$ cat config.mk
export PLATFORM = sky130hd
export DESIGN_NAME = nmea_sentence_tx
export DESIGN_NICKNAME = d
export VERILOG_FILES = /design/src/rtl/nmea_sentence_tx.sv
export SDC_FILE = /design/constraint.sdc
export NUM_CORES = 1
export LEC_CHECK = 0
export ABC_CLOCK_PERIOD_IN_PS = 6400
export CORE_ASPECT_RATIO = 0.5
export CORE_UTILIZATION = 35
export DETAILED_ROUTE_END_ITERATION = 16
export HOLD_SLACK_MARGIN = 0.12
export SLEW_MARGIN = 20
export SYNTH_ARGS = -nofsm -noshare
export SYNTH_HDL_FRONTEND = slang
export SYNTH_SLANG_ARGS = --single-unit
$ cat constraint.sdc
create_clock -name clk -period 6.4 [get_ports clk]
set_clock_uncertainty 0.05 [all_clocks]
set_input_delay 0.96 -clock clk [delete_from_list [all_inputs] [get_ports clk]]
set_output_delay 0.96 -clock clk [all_outputs]
set_load 0.01 [all_outputs]
$ cat src/rtl/nmea_sentence_tx.sv
// Serialises one "$GPRMC,HHMMSS.00,S[*CC]\r\n" sentence as 8N1 UART per start request.
// Define NMEA_TX_CKSUM_EN to append the "*CC" checksum field (23 chars instead of 20).
module nmea_sentence_tx #(
    parameter int CLK_HZ = 50000000,
    parameter int BAUD   = 9600
) (
    input  logic       clk,
    input  logic       rst,
    input  logic       start,
    input  logic [4:0] hr,
    input  logic [5:0] min,
    input  logic [5:0] sec,
    input  logic       fix,
    output logic       tx,
    output logic       busy,
    output logic       done
);

    localparam int CLKS_PER_BIT = CLK_HZ / BAUD;
    localparam int CNT_W        = (CLKS_PER_BIT > 2) ? $clog2(CLKS_PER_BIT) : 1;
`ifdef NMEA_TX_CKSUM_EN
    localparam int NUM_CHARS    = 23;
`else
    localparam int NUM_CHARS    = 20;
`endif

    localparam logic [CNT_W-1:0] BIT_LAST  = CNT_W'(CLKS_PER_BIT - 1);
    localparam logic [CNT_W-1:0] STOP_LAST = CNT_W'(CLKS_PER_BIT - 2);
    localparam logic [4:0]       CHAR_LAST = 5'(NUM_CHARS - 1);

    typedef enum logic [2:0] {
        IDLE,
        LOAD,
        START_BIT,
        DATA,
        STOP_BIT,
        NEXT_CHAR,
        FINISH
    } state_t;

    state_t           state;
    logic [CNT_W-1:0] baud_cnt;
    logic [2:0]       bit_idx;
    logic [4:0]       char_idx;
    logic [4:0]       hr_q;
    logic [5:0]       min_q;
    logic [5:0]       sec_q;
    logic             fix_q;
`ifdef NMEA_TX_CKSUM_EN
    logic [7:0]       cksum;
`endif

    logic [15:0] hr_d;
    logic [15:0] min_d;
    logic [15:0] sec_d;
    logic [7:0]  cur_char;

    // Fixed-depth subtract-ten ladder: the same combinational path for every value 0..63.
    function automatic logic [15:0] dec2(input logic [5:0] v);
        logic [3:0] t;
        logic [5:0] r;
        t = 4'd0;
        r = v;
        for (int i = 0; i < 6; i++) begin
            if (r >= 6'd10) begin
                r = r - 6'd10;
                t = t + 4'd1;
            end
        end
        return {4'h3, t, 4'h3, r[3:0]};
    endfunction

`ifdef NMEA_TX_CKSUM_EN
    function automatic logic [7:0] hex_ascii(input logic [3:0] n);
        return (n < 4'd10) ? (8'h30 + {4'h0, n}) : (8'h37 + {4'h0, n});
    endfunction
`endif

    assign hr_d  = dec2({1'b0, hr_q});
    assign min_d = dec2(min_q);
    assign sec_d = dec2(sec_q);

    // NOTE: cur_char gets a default before the case so no path leaves it unassigned (no latch).
    always_comb begin
        cur_char = 8'h0A;
        case (char_idx)
            5'd0:  cur_char = "$";
            5'd1:  cur_char = "G";
            5'd2:  cur_char = "P";
            5'd3:  cur_char = "R";
            5'd4:  cur_char = "M";
            5'd5:  cur_char = "C";
            5'd6:  cur_char = ",";
            5'd7:  cur_char = hr_d[15:8];
            5'd8:  cur_char = hr_d[7:0];
            5'd9:  cur_char = min_d[15:8];
            5'd10: cur_char = min_d[7:0];
            5'd11: cur_char = sec_d[15:8];
            5'd12: cur_char = sec_d[7:0];
            5'd13: cur_char = ".";
            5'd14: cur_char = "0";
            5'd15: cur_char = "0";
            5'd16: cur_char = ",";
            5'd17: cur_char = fix_q ? "A" : "V";
`ifdef NMEA_TX_CKSUM_EN
            5'd18: cur_char = "*";
            5'd19: cur_char = hex_ascii(cksum[7:4]);
            5'd20: cur_char = hex_ascii(cksum[3:0]);
            5'd21: cur_char = 8'h0D;
            5'd22: cur_char = 8'h0A;
`else
            5'd18: cur_char = 8'h0D;
            5'd19: cur_char = 8'h0A;
`endif
            default: cur_char = 8'h0A;
        endcase
    end

    // LOAD is the first cycle of the '$' start bit and NEXT_CHAR the last cycle of each
    // stop bit, so characters stay back to back with every bit exactly CLKS_PER_BIT long.
    // NOTE: every state register here uses <= so all updates see pre-edge values.
    always_ff @(posedge clk or negedge rst) begin
        if (!rst) begin
            state    <= IDLE;
            tx       <= 1'b1;
            busy     <= 1'b0;
            done     <= 1'b0;
            baud_cnt <= '0;
            bit_idx  <= '0;
            char_idx <= '0;
            hr_q     <= '0;
            min_q    <= '0;
            sec_q    <= '0;
            fix_q    <= 1'b0;
`ifdef NMEA_TX_CKSUM_EN
            cksum    <= 8'h00;
`endif
        end else begin
            done <= 1'b0;
            case (state)
                IDLE, FINISH: begin
                    if (start) begin
                        state    <= LOAD;
                        tx       <= 1'b0;
                        busy     <= 1'b1;
                        baud_cnt <= '0;
                        bit_idx  <= '0;
                        char_idx <= '0;
                        hr_q     <= hr;
                        min_q    <= min;
                        sec_q    <= sec;
                        fix_q    <= fix;
`ifdef NMEA_TX_CKSUM_EN
                        cksum    <= 8'h00;
`endif
                    end else begin
                        state <= IDLE;
                    end
                end
                LOAD: begin
                    state    <= START_BIT;
                    baud_cnt <= CNT_W'(1);
                end
                START_BIT: begin
                    if (baud_cnt == BIT_LAST) begin
                        state    <= DATA;
                        baud_cnt <= '0;
                        bit_idx  <= '0;
                        tx       <= cur_char[0];
`ifdef NMEA_TX_CKSUM_EN
                        if (char_idx != 5'd0 && char_idx < 5'd18)
                            cksum <= cksum ^ cur_char;
`endif
                    end else begin
                        baud_cnt <= baud_cnt + CNT_W'(1);
                    end
                end
                DATA: begin
                    if (baud_cnt == BIT_LAST) begin
                        baud_cnt <= '0;
                        if (bit_idx == 3'd7) begin
                            state <= STOP_BIT;
                            tx    <= 1'b1;
                        end else begin
                            bit_idx <= bit_idx + 3'd1;
                            tx      <= cur_char[bit_idx + 3'd1];
                        end
                    end else begin
                        baud_cnt <= baud_cnt + CNT_W'(1);
                    end
                end
                STOP_BIT: begin
                    baud_cnt <= baud_cnt + CNT_W'(1);
                    if (baud_cnt == STOP_LAST)
                        state <= NEXT_CHAR;
                end
                NEXT_CHAR: begin
                    baud_cnt <= '0;
                    if (char_idx == CHAR_LAST) begin
                        state <= FINISH;
                        busy  <= 1'b0;
                        done  <= 1'b1;
                    end else begin
                        state    <= START_BIT;
                        char_idx <= char_idx + 5'd1;
                        tx       <= 1'b0;
                    end
                end
                default: state <= IDLE;
            endcase
        end
    end

endmodule

; Word-level counts from Yosys, hierarchy flattened
; Cells that the tools add are included.
[word_totals]
register_bits = 45
latch_bits = 0
ramBits = 0
rom_bits = 0
input_bits = 21
n_memories = 0
[op_classes]
n_addsub = 36
multipliers = 0
div = 0
n_lt_le_gt_ge = 19
n_eq_ne = 36
shift = 0
mux = 69
bitwise_logic = 0
n_reduce_logical = 17
[ops]
columns = cell, count
row1 = $pmux 7 s17, 1
row2 = $ge 6x4->1 const B, 17
row3 = $mux 6, 15
row4 = $sub 6x4->6 const B, 14
row5 = $mux 4, 18
row6 = $pmux 13 s5, 1
row7 = $add 4x1->4 const B, 15
row8 = $eq 5x4->1 const B, 8
row9 = $mux 3, 9
row10 = $eq 13x13->1 const B, 2
row11 = $mux 13, 2
row12 = $eq 5x3->1 const B, 4
row13 = $eq 5x5->1 const B, 4
row14 = $pmux 3 s6, 1
row15 = $ne 2x2->1 const B, 8
row16 = $mux 5, 3
row17 = $mux 1, 14
row18 = $add 13x1->13 const B, 1
row19 = $eq 3x3->1 const B, 4
row20 = $sub 4x4->4 const B, 3
row21 = $eq 5x2->1 const B, 2
row22 = $pmux 5 s2, 1
row23 = $reduce_and 5->1, 2
row24 = $pmux 3 s3, 1
row25 = 21 further kinds, 27

; Logic depth before layout (Yosys ltp)
[depth]
ltp_word = 18
mapped_depth = 28
mapped_depth_nobuf = 26

; Worst setup path before layout
; Ideal clock, no wire load.
[synth_path]
kind = reg2reg
startpoint = register sec_q[1]
endpoint = register tx
arrival_time_ns = 5.522
t_required_ns = 6.261
setup_slack_ns = 0.740
stages_incl_launch_ff = 25
path_buffers = 1
period_less_slack_ns = 5.660
path_cell_list = dfrtp_1 > buf_2 > inv_1 > ha_1 > nor2b_1 > a2111oi_2 > nor2_1 > o21ai_0 > nand2_1 > inv_1 > ha_1 > nand2_1 > a21boi_1 > o211ai_4 > xor2_1 > ha_1 > mux2_2 > ha_1 > mux2_2 > ha_1 > a21oi_1 > nand2_1 > a211o_1 > o41ai_1 > o31ai_1
[synth_via]
elab_chain_len = 18
elab_cells_between_ends = 36
[synth_lines]
columns = item, line
row1 = from (decl), 47  ; logic [5:0] sec_q;
row2 = from (signal assigned), 133  ; sec_q <= '0;
row3 = from (signal assigned), 151  ; sec_q <= sec;
row4 = $sub 6x4->6 / $ge 6x4->1 (equally long branches), "66, 65"
row5 = $mux 6 / $mux 1 (equally long branches), 65  ; if (r >= 6'd10) begin
row6 = $sub 6x4->6 (tied with other cells), 66  ; r = r - 6'd10;
row7 = $mux 6 / $mux 4 (equally long branches), 65
row8 = $sub 6x4->6 (tied with other cells), 66
row9 = $mux 6 / $mux 4 (equally long branches), 65
row10 = $sub 6x4->6 (tied with other cells), 66
row11 = $mux 6 / $mux 4 (equally long branches), 65
row12 = (+2 left out), --
row13 = $ge 6x4->1 (tied with other cells), 65
row14 = $mux 4, 65
row15 = $pmux 7 s17 *, 86  ; case (char_idx)
row16 = $bmux 1 s3, 186  ; tx <= cur_char[bit_idx + 3'd1];
row17 = $mux 1 (not written as such), 186
row18 = $mux 1, 181  ; if (bit_idx == 3'd7) begin
row19 = $mux 1, 179  ; if (baud_cnt == BIT_LAST) begin
row20 = $pmux 1 s4 *, 140  ; case (state)
row21 = to (signal assigned), 169  ; tx <= cur_char[0];
row22 = to (signal assigned), 186
row23 = to (decl), 14  ; output logic tx,
; Every way passes the cells marked *; elsewhere a longest branch is shown, timed or not. The select of a mux whose other input is x is not followed.
; A chain may end at the register's enable or synchronous reset.

; Worst setup path in the final report
[layout_path]
startpoint = register min_q[1]
endpoint = register tx
[layout_via]
elab_chain_len = 18
elab_cells_between_ends = 36
[layout_lines]
columns = item, line
row1 = from (decl), 46  ; logic [5:0] min_q;
row2 = from (signal assigned), 150  ; min_q <= min;
row3 = $sub 6x4->6 / $ge 6x4->1 (equally long branches), "66, 65"
row4 = $mux 6 / $mux 1 (equally long branches), 65
row5 = $sub 6x4->6 (tied with other cells), 66
row6 = $mux 6 / $mux 4 (equally long branches), 65
row7 = $sub 6x4->6 (tied with other cells), 66
row8 = $mux 6 / $mux 4 (equally long branches), 65
row9 = $sub 6x4->6 (tied with other cells), 66
row10 = $mux 6 / $mux 4 (equally long branches), 65
row11 = (+2 left out), --
row12 = $ge 6x4->1 (tied with other cells), 65
row13 = $mux 4, 65
row14 = $pmux 7 s17 *, 86
row15 = $bmux 1 s3, 186
row16 = $mux 1 (not written as such), 186
row17 = $mux 1, 181
row18 = $mux 1, 179
row19 = $pmux 1 s4 *, 140
; Marks and branches as above.

==> results.md <==
- Via count of the first global-routing pass: 6206
- H-tree lvl count: 2
- CTS tree: built
- Total Die Area: about 20000 um^2
- Util after Layout: 40.7%
- Critical path destination: tx
- RSZ-0062 raised after global routing: false
- Ratio of total power to cell area: 440 nW/um^2
- Standard cell area after detailed placement: approximately 7400 um^2
- Final Wtd Congestion: around 0.90
- Clock latency on the worst-skew pair: 300 ps
- Result of the run: complete, no violations
- Highest achievable clock rate: approximately 170 MHz
- Initial Utilization: ~37%
- Syn nets: around 980
- I/O pin cnt: 24
- Synth top cells by count: sky130_fd_sc_hd__nand2_1, sky130_fd_sc_hd__nor2_1, sky130_fd_sc_hd__o21ai_0
- Initial antenna violation count: 0
- Sum of internal, switching and leakage power: about 3.4 mW
- Netlist cell types: approximately 100
- Cell at the root of the clock tree: sky130_fd_sc_hd__clkbuf_16
- Initial DRC Count: approximately 670
- Critical path capture point type: flip-flop
- Routed WL: 17900 um
- Cell types with the largest area share after synthesis: sky130_fd_sc_hd__dfrtp_1, sky130_fd_sc_hd__ha_1, sky130_fd_sc_hd__nand2_1, sky130_fd_sc_hd__o21ai_0, sky130_fd_sc_hd__mux2_2
- WS Path Type: reg -> reg
- Remaining antenna violation count after routing: 0
- Number of gates on the worst path with buffers counted: 23
- Met3 usage: roughly 1.6%
- Critical path peak fanout: 11
- Final instance area: 7680 um^2
- WP buf/inv: 2
- Share of the cycle needed by the critical path after routing: between 90% and 100%
- Fraction of synthesis flops using an asynchronous set or reset pin: 100%
- Yosys warnings: 0
- CP Cell Sequence: inv_1 -> ha_2 -> nand2_1 -> a21bo_2 -> a311oi_1 -> o21ai_1 -> inv_1 -> mux2_2 -> ha_1 -> nor2b_1 -> o21ai_0 -> nand2_1 -> xor2_2 -> ha_1 -> mux2_2 -> ha_1 -> mux2_2 -> ha_1 -> nand3_1 -> nand2_1 -> a211o_1 -> o41ai_1 -> o31ai_1
- Synthesized area divided by synthesized cell count: roughly 7.6 um^2
- Number of buffers added on ports: 23
- Synth top area share: ~16%
- Cell row count: 35
- Share of cells above drive strength 1: about an eighth
- Global router's overall resource usage: 17.4%
- Reg-to-Reg End: tx
- Cell with the largest stage delay on the worst path: sky130_fd_sc_hd__dfrtp_1
- Synth Instances: between 900 and 1k
- Highest ir drop seen on vdd: ~220 uV
- Max-slew headroom at the worst pin: 55.1%
- Sinks on the clock net: 45
- Hold violation total from the final report: 0
- Maximum buffer depth of the clock tree: 2
- Endpoints failing setup: 0
- Minimum hold slack: 470 ps
- Sequential-to-total area share from yosys stat: 16.3%
- Post-DP HPWL: roughly 14000 um
- Beginning of the worst register-to-register path: min_q[1]
- GR Overflow Total: 0
- Total negative slack: 0 ps
- Number of enable flip-flop cells after synthesis: 0
- Minimum clock period after layout: ~6000 ps
- Number of nets in the layout: ~990
- Number of cell instances on the worst register-to-register path: 23
- Number of maximum-capacitance violations: 0
- Dominant delay contributor by cell family on the critical path: compound AO/OA/AOI/OAI gates
- Register-to-Register Setup Slack: about 370 ps
- Transition at the pin with the smallest max-transition slack: between 600 and 700 ps
- CP Launch Type: flip-flop
- Largest net degree at the start of global routing: 46
- Hold crit path type: reg -> reg
- Routed wire length per instance: 15.2 um
- Global Route met1 Usage: about 25%
- Residual DRC: 0
- Most congested layer reported by global routing: met2
- Area of the core: between 15000 and 20000 um^2
- Worst Setup SP: min_q[1]
- First-pass GRT wire length: ~30000 um
- GR Layer Usage met2: between 20 and 30%
- Number of buffers inserted during clock tree synthesis: 5
- Maximum single-stage delay on the critical path: 530 ps
- Count of final max-slew check failures: 0
- Post-detailed-route via-to-cell ratio: roughly 5.9
- #FFs+latches synth: between 40 and 50
- Total vias in the final route: approximately 6.9k
- Die X-Extent: approximately 200 um
- Worst-case setup slack after placement: 180 ps
- Vert. Die Dim: about 100 um
- Signal arrival time at the worst endpoint: 6200 ps
- Leakage component of the power: roughly 3.0 nW
- Post-Syn Area: about 6900 um^2
- Worst path most repeated cell: sky130_fd_sc_hd__ha_1
- Largest area contributor in the netlist: sky130_fd_sc_hd__dfrtp_1
- Register clock-pin slew on the reported worst setup and hold paths: approximately 70 ps
- Layout Area Growth over Synthesis: 10.9%
- Commonest register cell after synthesis: sky130_fd_sc_hd__dfrtp_1
- Data required time of the critical path: ~6600 ps
- Final instance count without filler cells: between 1k and 1.5k
- Placed cells: approximately 1.2k
- Cell with the most instances after synthesis: sky130_fd_sc_hd__nand2_1
- Slack of the critical path: 369 ps
- Antenna cells: 0
- First-pass iteration count of the detailed router: 6
-- layer usage --
| metal | part of all wire, % | up-vias |
|---|---|---|
| li1 | - | 3439 |
| met1 | 50 | 3281 |
| met2 | 45 | 188 |
| met3 | 4.0 | 20 |
| met4 | 1.5 | 0 |
| met5 | 0 | - |
-- cell families (layout without fill, tap and decap cells) --
family / count (synthesis) / after routing / synth area share, %
and+or+nand+nor: 364 / 364 / 27.1
AOI/OAI and AO/OA: 297 / 297 / 31.5
buffers and inverters: 84 / 94 / 4.98
xor gates and xnor gates: 48 / 48 / 7.31
DFF: 45 / 45 / 16.3
adders and majority gates: 42 / 42 / 7.58
muxes: 33 / 33 / 5.23
-- final cells by class --
cell class              count  area (um^2)
fillers                  1885        11200
multi-input cells         784         5540
flip-flops and latches     45         1130
repair buffers             43          375
well taps                 259          324
inverters                  43          161
clock buffers               5          125
clock inverters             3         25.0
-- worst min path at each step --
| stage | start | to | cells after the start |
|---|---|---|---|
| after floorplan | bit_idx[1] | bit_idx[1] | 1 |
| after global placement | bit_idx[1] | bit_idx[1] | 1 |
| after detailed placement | bit_idx[1] | bit_idx[1] | 1 |
| after CTS | bit_idx[1] | bit_idx[1] | 1 |
| after global routing | bit_idx[1] | bit_idx[1] | 1 |
| final | bit_idx[1] | bit_idx[1] | 1 |
-- worst reg2reg max path, delay by kind of cell (launching register included) --
kind	cells	cell delay, ps
multiplexers	3	960
flip-flops	1	530
adder cells (fa/ha/maj)	5	1350
AND/OR/NAND/NOR	5	680
AO/OA/AOI/OAI	7	1820
XOR/XNOR	1	320
buffers and inverters	2	260
-- state kept, by name (all words and copies together), names as in the netlist --
signal,cells
bit_idx,3
baud_cnt,13
min_q,6
tx,1
fix_q,1
state,3
char_idx,5
hr_q,5
busy,1
sec_q,6
done,1
-- power by group --
group	internal (mW)	switching [mW]	total, mW
logic	1.20	1.52	2.72
clock network	0.147	0.122	0.269
registers	0.322	0.0742	0.396
-- placed cells by master (no fill, tap or decap), types with 9 or more instances in the layout --
master | Yosys | final
sky130_fd_sc_hd__dfrtp_1 | 44 | 42
sky130_fd_sc_hd__xnor2_1 | 20 | 20
sky130_fd_sc_hd__nand2_1 | 96 | 96
sky130_fd_sc_hd__nor2_1 | 78 | 77
sky130_fd_sc_hd__nor3_1 | 24 | 23
sky130_fd_sc_hd__ha_1 | 42 | 39
sky130_fd_sc_hd__a31oi_1 | 13 | 13
sky130_fd_sc_hd__a211oi_1 | 10 | 10
sky130_fd_sc_hd__o22ai_1 | 12 | 12
sky130_fd_sc_hd__o21ai_0 | 71 | 69
sky130_fd_sc_hd__nand4_1 | 14 | 14
sky130_fd_sc_hd__inv_1 | 41 | 41
sky130_fd_sc_hd__buf_4 | 3 | 20
sky130_fd_sc_hd__clkdlybuf4s50_1 | 0 | 22
sky130_fd_sc_hd__nand2b_1 | 17 | 17
sky130_fd_sc_hd__mux2_2 | 26 | 26
sky130_fd_sc_hd__xor2_1 | 22 | 21
sky130_fd_sc_hd__a21oi_1 | 47 | 46
sky130_fd_sc_hd__o31ai_1 | 9 | 9
sky130_fd_sc_hd__and3_1 | 14 | 14
sky130_fd_sc_hd__nand3_1 | 30 | 30
sky130_fd_sc_hd__nor2b_1 | 27 | 27
sky130_fd_sc_hd__o211ai_1 | 12 | 12
-- repair_timing --
action / 4_1_cts / 5_1_grt
setup endpoints to repair: 0 / 1
gates resized for setup: 0 / 17
setup buffers: 0 / 2
hold buffers: 0 / 0
Note: power is estimated with default switching activity, not from simulation.
